## src/rtl/ex_mdu.sv

```systemverilog
// ex_mdu: iterative RV64M multiply/divide unit sitting beside the EX-stage ALU.
// Shift-add multiply and restoring divide on operand magnitudes, one step per cycle,
// with a sign fix-up folded into the last step. Divide-by-zero and signed overflow
// finish in a single cycle.
// Optional build macro MDU_FAST_MUL_EN: all multiplies use a single-cycle combinational
// multiplier and skip CALC; divides stay iterative.
module ex_mdu #(
    parameter int unsigned XLEN    = 64,
    parameter int unsigned RFIDX_W = 5
) (
    input  logic               clk,
    input  logic               rst_n,
    input  logic               start_i,
    input  logic [3:0]         op_i,
    input  logic [XLEN-1:0]    rs1_i,
    input  logic [XLEN-1:0]    rs2_i,
    input  logic [RFIDX_W-1:0] rd_idx_i,
    input  logic               kill_i,
    output logic               stall_req_o,
    output logic               busy_o,
    output logic               done_o,
    output logic [XLEN-1:0]    result_o,
    output logic [RFIDX_W-1:0] rd_idx_o
);

    localparam int unsigned CNT_W = $clog2(XLEN + 1);
    localparam logic [CNT_W-1:0] CNT_FULL = CNT_W'(XLEN);
    localparam logic [CNT_W-1:0] CNT_WORD = CNT_W'(32);
    localparam logic [CNT_W-1:0] CNT_LAST = CNT_W'(1);

    typedef enum logic [1:0] {StIdle, StCalc, StDone} state_e;

    // Sign-extend a 32-bit W result to XLEN.
    function automatic logic [XLEN-1:0] w_ext(input logic [31:0] x);
        return {{(XLEN-32){x[31]}}, x};
    endfunction

    // Apply product sign and pick the half (or W word) the op returns.
    function automatic logic [XLEN-1:0] mul_fix(input logic [2*XLEN-1:0] mag,
                                                input logic neg, input logic is_low,
                                                input logic is_w);
        logic [2*XLEN-1:0] p;
        p = neg ? -mag : mag;
        if (is_w) begin
            // Reserved W multiplies (funct3 001-011) return zero.
            return is_low ? w_ext(p[31:0]) : '0;
        end
        return is_low ? p[XLEN-1:0] : p[2*XLEN-1:XLEN];
    endfunction

    // Quotient negated on differing signs, remainder follows the dividend.
    function automatic logic [XLEN-1:0] div_fix(input logic [XLEN-1:0] q,
                                                input logic [XLEN-1:0] r,
                                                input logic neg_q, input logic neg_r,
                                                input logic is_rem, input logic is_w);
        logic [XLEN-1:0] x;
        x = is_rem ? (neg_r ? -r : r) : (neg_q ? -q : q);
        return is_w ? w_ext(x[31:0]) : x;
    endfunction

    state_e           state_q;
    logic [CNT_W-1:0] cnt_q;
    logic             is_w_q;
    logic [2:0]       fn_q;
    logic             a_neg_q;
    logic             b_neg_q;
    logic [2*XLEN-1:0] acc_q;
    logic [2*XLEN-1:0] mcand_q;
    logic [XLEN-1:0]  mplier_q;
    logic [XLEN-1:0]  rem_q;
    logic [XLEN-1:0]  quo_q;
    logic [XLEN-1:0]  dvsr_q;

    // Start-time operand decode, valid whenever EX presents an instruction.
    logic            st_w;
    logic [2:0]      st_fn;
    logic            st_div;
    logic            st_a_sgn;
    logic            st_b_sgn;
    logic            st_a_neg;
    logic            st_b_neg;
    logic            st_dz;
    logic            st_ovf;
    logic [XLEN-1:0] st_a;
    logic [XLEN-1:0] st_b;
    logic [XLEN-1:0] st_a_mag;
    logic [XLEN-1:0] st_b_mag;
    logic [XLEN-1:0] st_min;
    logic [XLEN-1:0] st_special;

    // Decode op, narrow W operands, take magnitudes and resolve the divide special cases.
    always_comb begin
        st_w     = op_i[3];
        st_fn    = op_i[2:0];
        st_div   = st_fn[2];
        st_a_sgn = st_div ? ~st_fn[0] : (~st_w & ((st_fn == 3'b001) | (st_fn == 3'b010)));
        st_b_sgn = st_div ? ~st_fn[0] : (~st_w & (st_fn == 3'b001));
        if (st_w) begin
            st_a   = st_a_sgn ? w_ext(rs1_i[31:0]) : {{(XLEN-32){1'b0}}, rs1_i[31:0]};
            st_b   = st_b_sgn ? w_ext(rs2_i[31:0]) : {{(XLEN-32){1'b0}}, rs2_i[31:0]};
            st_min = {{(XLEN-31){1'b1}}, 31'd0};
        end else begin
            st_a   = rs1_i;
            st_b   = rs2_i;
            st_min = {1'b1, {(XLEN-1){1'b0}}};
        end
        st_a_neg   = st_a_sgn & st_a[XLEN-1];
        st_b_neg   = st_b_sgn & st_b[XLEN-1];
        st_a_mag   = st_a_neg ? -st_a : st_a;
        st_b_mag   = st_b_neg ? -st_b : st_b;
        st_dz      = st_div & (st_b == '0);
        st_ovf     = st_div & st_a_sgn & (st_a == st_min) & (st_b == '1);
        if (st_dz) begin
            st_special = st_fn[1] ? st_a : '1;
        end else begin
            st_special = st_fn[1] ? '0 : st_a;
        end
        if (st_w) begin
            st_special = w_ext(st_special[31:0]);
        end
    end

`ifdef MDU_FAST_MUL_EN
    logic [2*XLEN-1:0] fast_prod;
    assign fast_prod = {{XLEN{1'b0}}, st_a_mag} * {{XLEN{1'b0}}, st_b_mag};
`endif

    logic [2*XLEN-1:0] acc_nx;
    logic [2*XLEN-1:0] mcand_nx;
    logic [XLEN-1:0]   mplier_nx;
    logic [XLEN:0]     rem_sh;
    logic [XLEN-1:0]   rem_nx;
    logic [XLEN-1:0]   quo_nx;

    // One shift-add step and one restoring-divide step; CALC commits whichever the op needs.
    always_comb begin
        acc_nx    = acc_q + (mplier_q[0] ? mcand_q : '0);
        mcand_nx  = mcand_q << 1;
        mplier_nx = mplier_q >> 1;
        rem_sh    = {rem_q, quo_q[XLEN-1]};
        quo_nx    = quo_q << 1;
        if (rem_sh >= {1'b0, dvsr_q}) begin
            rem_nx    = XLEN'(rem_sh - {1'b0, dvsr_q});
            quo_nx[0] = 1'b1;
        end else begin
            rem_nx = rem_sh[XLEN-1:0];
        end
    end

    // Combinational so the instruction is held in EX in the same cycle it is accepted.
    assign stall_req_o = ((state_q == StIdle) & start_i & ~kill_i) | (state_q == StCalc);

    // Control FSM, iteration registers and registered outputs.
    always_ff @(posedge clk or negedge rst_n) begin
        if (!rst_n) begin
            state_q  <= StIdle;
            cnt_q    <= '0;
            is_w_q   <= 1'b0;
            fn_q     <= '0;
            a_neg_q  <= 1'b0;
            b_neg_q  <= 1'b0;
            acc_q    <= '0;
            mcand_q  <= '0;
            mplier_q <= '0;
            rem_q    <= '0;
            quo_q    <= '0;
            dvsr_q   <= '0;
            busy_o   <= 1'b0;
            done_o   <= 1'b0;
            result_o <= '0;
            rd_idx_o <= '0;
        end else if (kill_i) begin
            state_q <= StIdle;
            busy_o  <= 1'b0;
            done_o  <= 1'b0;
        end else begin
            unique case (state_q)
                StIdle: begin
                    if (start_i) begin
                        rd_idx_o <= rd_idx_i;
                        is_w_q   <= st_w;
                        fn_q     <= st_fn;
                        a_neg_q  <= st_a_neg;
                        b_neg_q  <= st_b_neg;
                        busy_o   <= 1'b1;
                        if (st_dz | st_ovf) begin
                            result_o <= st_special;
                            done_o   <= 1'b1;
                            state_q  <= StDone;
`ifdef MDU_FAST_MUL_EN
                        end else if (!st_div) begin
                            result_o <= mul_fix(fast_prod, st_a_neg ^ st_b_neg,
                                                st_fn == 3'b000, st_w);
                            done_o   <= 1'b1;
                            state_q  <= StDone;
`endif
                        end else begin
                            cnt_q    <= st_w ? CNT_WORD : CNT_FULL;
                            acc_q    <= '0;
                            mcand_q  <= {{XLEN{1'b0}}, st_a_mag};
                            mplier_q <= st_b_mag;
                            rem_q    <= '0;
                            // W dividends start in the upper word so MSB-first shifting sees them.
                            quo_q    <= st_w ? (st_a_mag << 32) : st_a_mag;
                            dvsr_q   <= st_b_mag;
                            state_q  <= StCalc;
                        end
                    end
                end
                StCalc: begin
                    acc_q    <= acc_nx;
                    mcand_q  <= mcand_nx;
                    mplier_q <= mplier_nx;
                    rem_q    <= rem_nx;
                    quo_q    <= quo_nx;
                    cnt_q    <= cnt_q - CNT_LAST;
                    if (cnt_q == CNT_LAST) begin
                        if (fn_q[2]) begin
                            result_o <= div_fix(quo_nx, rem_nx, a_neg_q ^ b_neg_q, a_neg_q,
                                                fn_q[1], is_w_q);
                        end else begin
                            result_o <= mul_fix(acc_nx, a_neg_q ^ b_neg_q, fn_q == 3'b000,
                                                is_w_q);
                        end
                        done_o  <= 1'b1;
                        state_q <= StDone;
                    end
                end
                StDone: begin
                    // start_i is ignored here; the next instruction arrives in IDLE.
                    done_o  <= 1'b0;
                    busy_o  <= 1'b0;
                    state_q <= StIdle;
                end
                default: begin
                    done_o  <= 1'b0;
                    busy_o  <= 1'b0;
                    state_q <= StIdle;
                end
            endcase
        end
    end

endmodule

```

## config.mk

```make
export PLATFORM = sky130hd
export DESIGN_NAME = ex_mdu
export DESIGN_NICKNAME = d
export VERILOG_FILES = /design/src/rtl/ex_mdu.sv
export SDC_FILE = /design/constraint.sdc
export NUM_CORES = 2
export LEC_CHECK = 0
export BUFFER_PORTS_ARGS = -buffer_cell sky130_fd_sc_hd__buf_2
export CORE_MARGIN = 8
export CORE_UTILIZATION = 58
export DETAILED_ROUTE_END_ITERATION = 10
export PLACE_DENSITY = 0.83
export REMOVE_ABC_BUFFERS = 1
export SKIP_CTS_REPAIR_TIMING = 1
export SLEW_MARGIN = 20
export SYNTH_ARGS = -nofsm -noshare
export SYNTH_HDL_FRONTEND = slang
export SYNTH_SLANG_ARGS = --single-unit
```

## constraint.sdc

```tcl
create_clock -name clk -period 7 [get_ports clk]
set_clock_uncertainty 0.15 [all_clocks]
set_input_delay 0.7 -clock clk [delete_from_list [all_inputs] [get_ports clk]]
set_output_delay 0.7 -clock clk [all_outputs]
set_load 0.01 [all_outputs]
```

==> results.yml <==
floorplan:
  std_cell_rows: 110
  fp.coreArea_um2: 90000
  floorplan.die.height_um: 317
  initial_core_utilization: 0.585
  die_area_um2: 101000
  design.portCount: 213
  die_width_um: 317
route:
  firstDrtPassIters: 8
  routed_wirelength_um: 238000
  initialDrtViolationCount: 9016
  post_drt_wl_per_cell_um: 28.5
  detailroute.via_count: 59451
  avgViaCountPerCell: 7.11
  drc: 0
  postRouteAntennaNets: 0
cts:
  clk_path_buf_depth: 3
  clock_sinks: 598
  clockRootBuffer: "sky130_fd_sc_hd__clkbuf_16"
  cts_tree: "done"
  clkLatencyLatePin_ns: 0.69
  clkSlewWorstSetupHoldPaths_ns: 0.06
  total_cts_buffers: 71
  htree_levels: 3
synthesis:
  synth_enable_flop_cells: 0
  netlist-cell-type-count: 99
  dominant_register_cell_in_the_synthesized_netlist: "sky130_fd_sc_hd__dfrtp_1"
  yosys_warnings: 0
  synthArstFlopShare: 1.00
  synthesis.instances: 6927
  synth_area_um2: 52700
  synth_seq_area_share: 0.284
  postSynthRegisterBits: 598
  syn-mean-instance-area_um2: 7.60
critical_path:
  worst_setup_path_start_kind: "register"
  cp_data_arrival_time_ns: 7.23
  regToRegSetupSlack_ns: 0.19
  path_max_fanout: 70
  worst_setup_path_end_kind: "register"
  max_stage_delay_ns: 0.59
  critical-path-top-delay-family: "compound AO/OA/AOI/OAI gates"
  r2r_cells: 20
  worst-path-buf-inv: 2
  sequence_of_cells_on_the_critical_path: "buf_12 > and2_1 > ha_1 > nand2_1 > o21ai_0 > a21oi_1 > o21ai_1 > a32oi_1 > and2_1 > a21oi_1 > o32ai_1 > nor3_1 > or3b_2 > nor4_1 > inv_1 > or3_1 > o21ai_0 > xor2_1 > a211oi_1 > o22a_1"
  crit_required_ns: 7.42
  critical-path-slowest-cell: "sky130_fd_sc_hd__o21ai_0"
  worstReg2RegEnd: "result_o[37]"
  type_of_the_setup_path_with_the_least_slack: "reg2reg"
  worstReg2RegStart: "mplier_q[0]"
pwr:
  p_sw_mw: 13.1
  clkPwrFrac: 0.161
  seqPwrFrac: 0.223
  power_report.internal_total_mw: 12.2
  power.share.switching: 0.517
  vdd.ir_drop.worst_uv: 338
  power.density_nw_per_um2: 428
  combinationalPowerShare: 0.616
  total_leakage_power_nw: 25.3
placement:
  portBuffers: 212
  dp_hpwl_um: 184000
  detailed_place.area_um2: 56300
  pre_cts_ws_ns: 0.0398
  routabilityCongestion: 1.18
global_route:
  grt_antenna_before_repair: 31
  grt_start_max_net_pins: 158
  grt_remaining_overflow: 0
  track_usage: 0.457
  first_global_vias: 55574
  grt_first_pass_wirelength_um: 351000
final_layout:
  area_growth_syn_to_layout_pct: 12.2
  most_frequent_cells_in_the_layout: "797 x sky130_fd_sc_hd__nand2_1, 703 x sky130_fd_sc_hd__o21ai_0, 617 x sky130_fd_sc_hd__a21oi_1, 602 x sky130_fd_sc_hd__nor2_1, 594 x sky130_fd_sc_hd__dfrtp_1"
  register_area_um2: 15000
  final_common_cell: "sky130_fd_sc_hd__nand2_1"
  layout.nets: 7443
  n_fill_cell: 7841
  final_design_area_no_fill_um2: 59100
  layout-drive-gt1-share: 0.116
  multiInputGateArea_um2: 35600
sta:
  hold_violations: 0
  max-slew-margin-rel: 0.208
  tns_ns: 0
  post_route_clock_period_utilization: 0.973
  post-route-worst-setup-slack_ns: 0.190
  timing_worst_slew_pin_value_ns: 1.18
  timing_max_transition_violations_final: 0
  timing_limited_maximum_frequency_mhz: 147
  final-setup-viol-count: 0
  grt_setup_unrepaired: "false"
  finalWorstPathRequiredPeriod_ns: 6.81
  smallest_hold_slack_ns: 0.0934
hold_path:
  hold_path_startpoint: "rd_idx_i[4]"
  holdCritPathClass: "in2reg"
  hold_depth: 2
  timing.hold.worst_endpoint: "rd_idx_o[4]"
status:
  outcome: "finished clean"
job:
  max_cap_viols: 0
[flip-flops by register name (all words and copies together) (netlist names), 3 cells and up]
name / cells
acc_q: 128
mcand_q: 128
dvsr_q: 64
mplier_q: 64
quo_q: 64
rem_q: 64
result_o: 64
cnt_q: 7
rd_idx_o: 5
fn_q: 3
[worst reg2reg max path, delay by kind of cell, from the launching register on]
kind | cells | cell delay [ns]
xor gates and xnor gates | 1 | 0.36
and+or+nand+nor | 7 | 2.26
AOI/OAI and AO/OA | 9 | 2.76
buffers and inverters | 2 | 0.27
DFF | 1 | 0.42
adders and majority gates | 1 | 0.50
[how the worst max path moves through the flow]
stage | cells past startpoint | end | start | slack, ns
floorplan | 15 | mcand_q[38] | rs2_i[0] | -13.81
global placement | 21 | result_o[63] | mplier_q[0] | 0.03
detailed placement | 23 | result_o[28] | mplier_q[0] | 0.04
CTS | 22 | result_o[40] | mplier_q[0] | 0.008
global route | 23 | result_o[58] | rem_q[31] | 0.004
finish | 20 | result_o[37] | mplier_q[0] | 0.19
[area by class of cell]
| class | instances | share of cell area |
|---|---|---|
| well taps | 1176 | 0.0249 |
| multi-input cells | 5691 | 0.603 |
| repair buffers | 556 | 0.0639 |
| clock inverters | 43 | 0.00931 |
| clock buffers | 87 | 0.0331 |
| flip-flops and latches | 598 | 0.253 |
| inverters | 183 | 0.0116 |
| diodes | 26 | 0.00110 |
[per-layer routing]
layer | global-route usage | up-vias | share of wire
li1 | - | 25975 | -
met1 | 0.554 | 28020 | 0.36
met2 | 0.693 | 4341 | 0.42
met3 | 0.134 | 1105 | 0.12
met4 | 0.325 | 10 | 0.092
met5 | 0 | - | 0.00031
[synthesized netlist by cell type (all sizes together) (47+ instances only)]
master  number  share of area
nand2      799          0.057
o21ai      727          0.069
a21oi      625          0.060
nor2       611          0.044
dfrtp      598           0.28
clkbuf     408          0.029
xnor2      259          0.043
nor3       210          0.021
ha         199          0.047
xor2       190          0.032
inv        181          0.013
and2       164          0.019
a22o       151          0.025
nand4      151          0.018
a21o       114          0.016
nand3      111          0.011
a22oi       82          0.012
a31oi       82         0.0097
a221o       80          0.015
a211oi      79          0.011
o31ai       74          0.011
nor4        70         0.0093
or3         67         0.0080
mux2i       63          0.012
o211ai      60         0.0086
buf         47         0.0036
maj3        47         0.0089
[metrics by stage]
step | instances | utilization | total power [mW]
final | 8360 | 0.657 | 25.3
after floorplan | 6472 | - | 14.8
after global routing | 8339 | 0.656 | 26.3
after global placement | 8196 | 0.625 | 20.1
after detailed placement | 8196 | 0.625 | 20.3
after CTS | 8326 | 0.653 | 24.5
[power by group through the flow]
stage | combinational, mW | sequential (mW) | clock [mW]
6_report | 15.6 | 5.64 | 4.08
5_1_grt | 16.4 | 5.70 | 4.20
4_1_cts | 14.8 | 5.55 | 4.08
2_1_floorplan | 9.53 | 5.31 | 0
3_3_place_gp | 14.5 | 5.55 | 0
3_5_place_dp | 14.7 | 5.59 | 0
[cell families after synthesis]
family	Yosys count	share of synthesized area
adders and majority gates	248	0.0570
xor gates and xnor gates	449	0.0747
AOI/OAI and AO/OA	2456	0.299
DFF	598	0.284
muxes	77	0.0150
buffers and inverters	638	0.0457
and+or+nand+nor	2461	0.225
(Power assumes the default switching activity.)
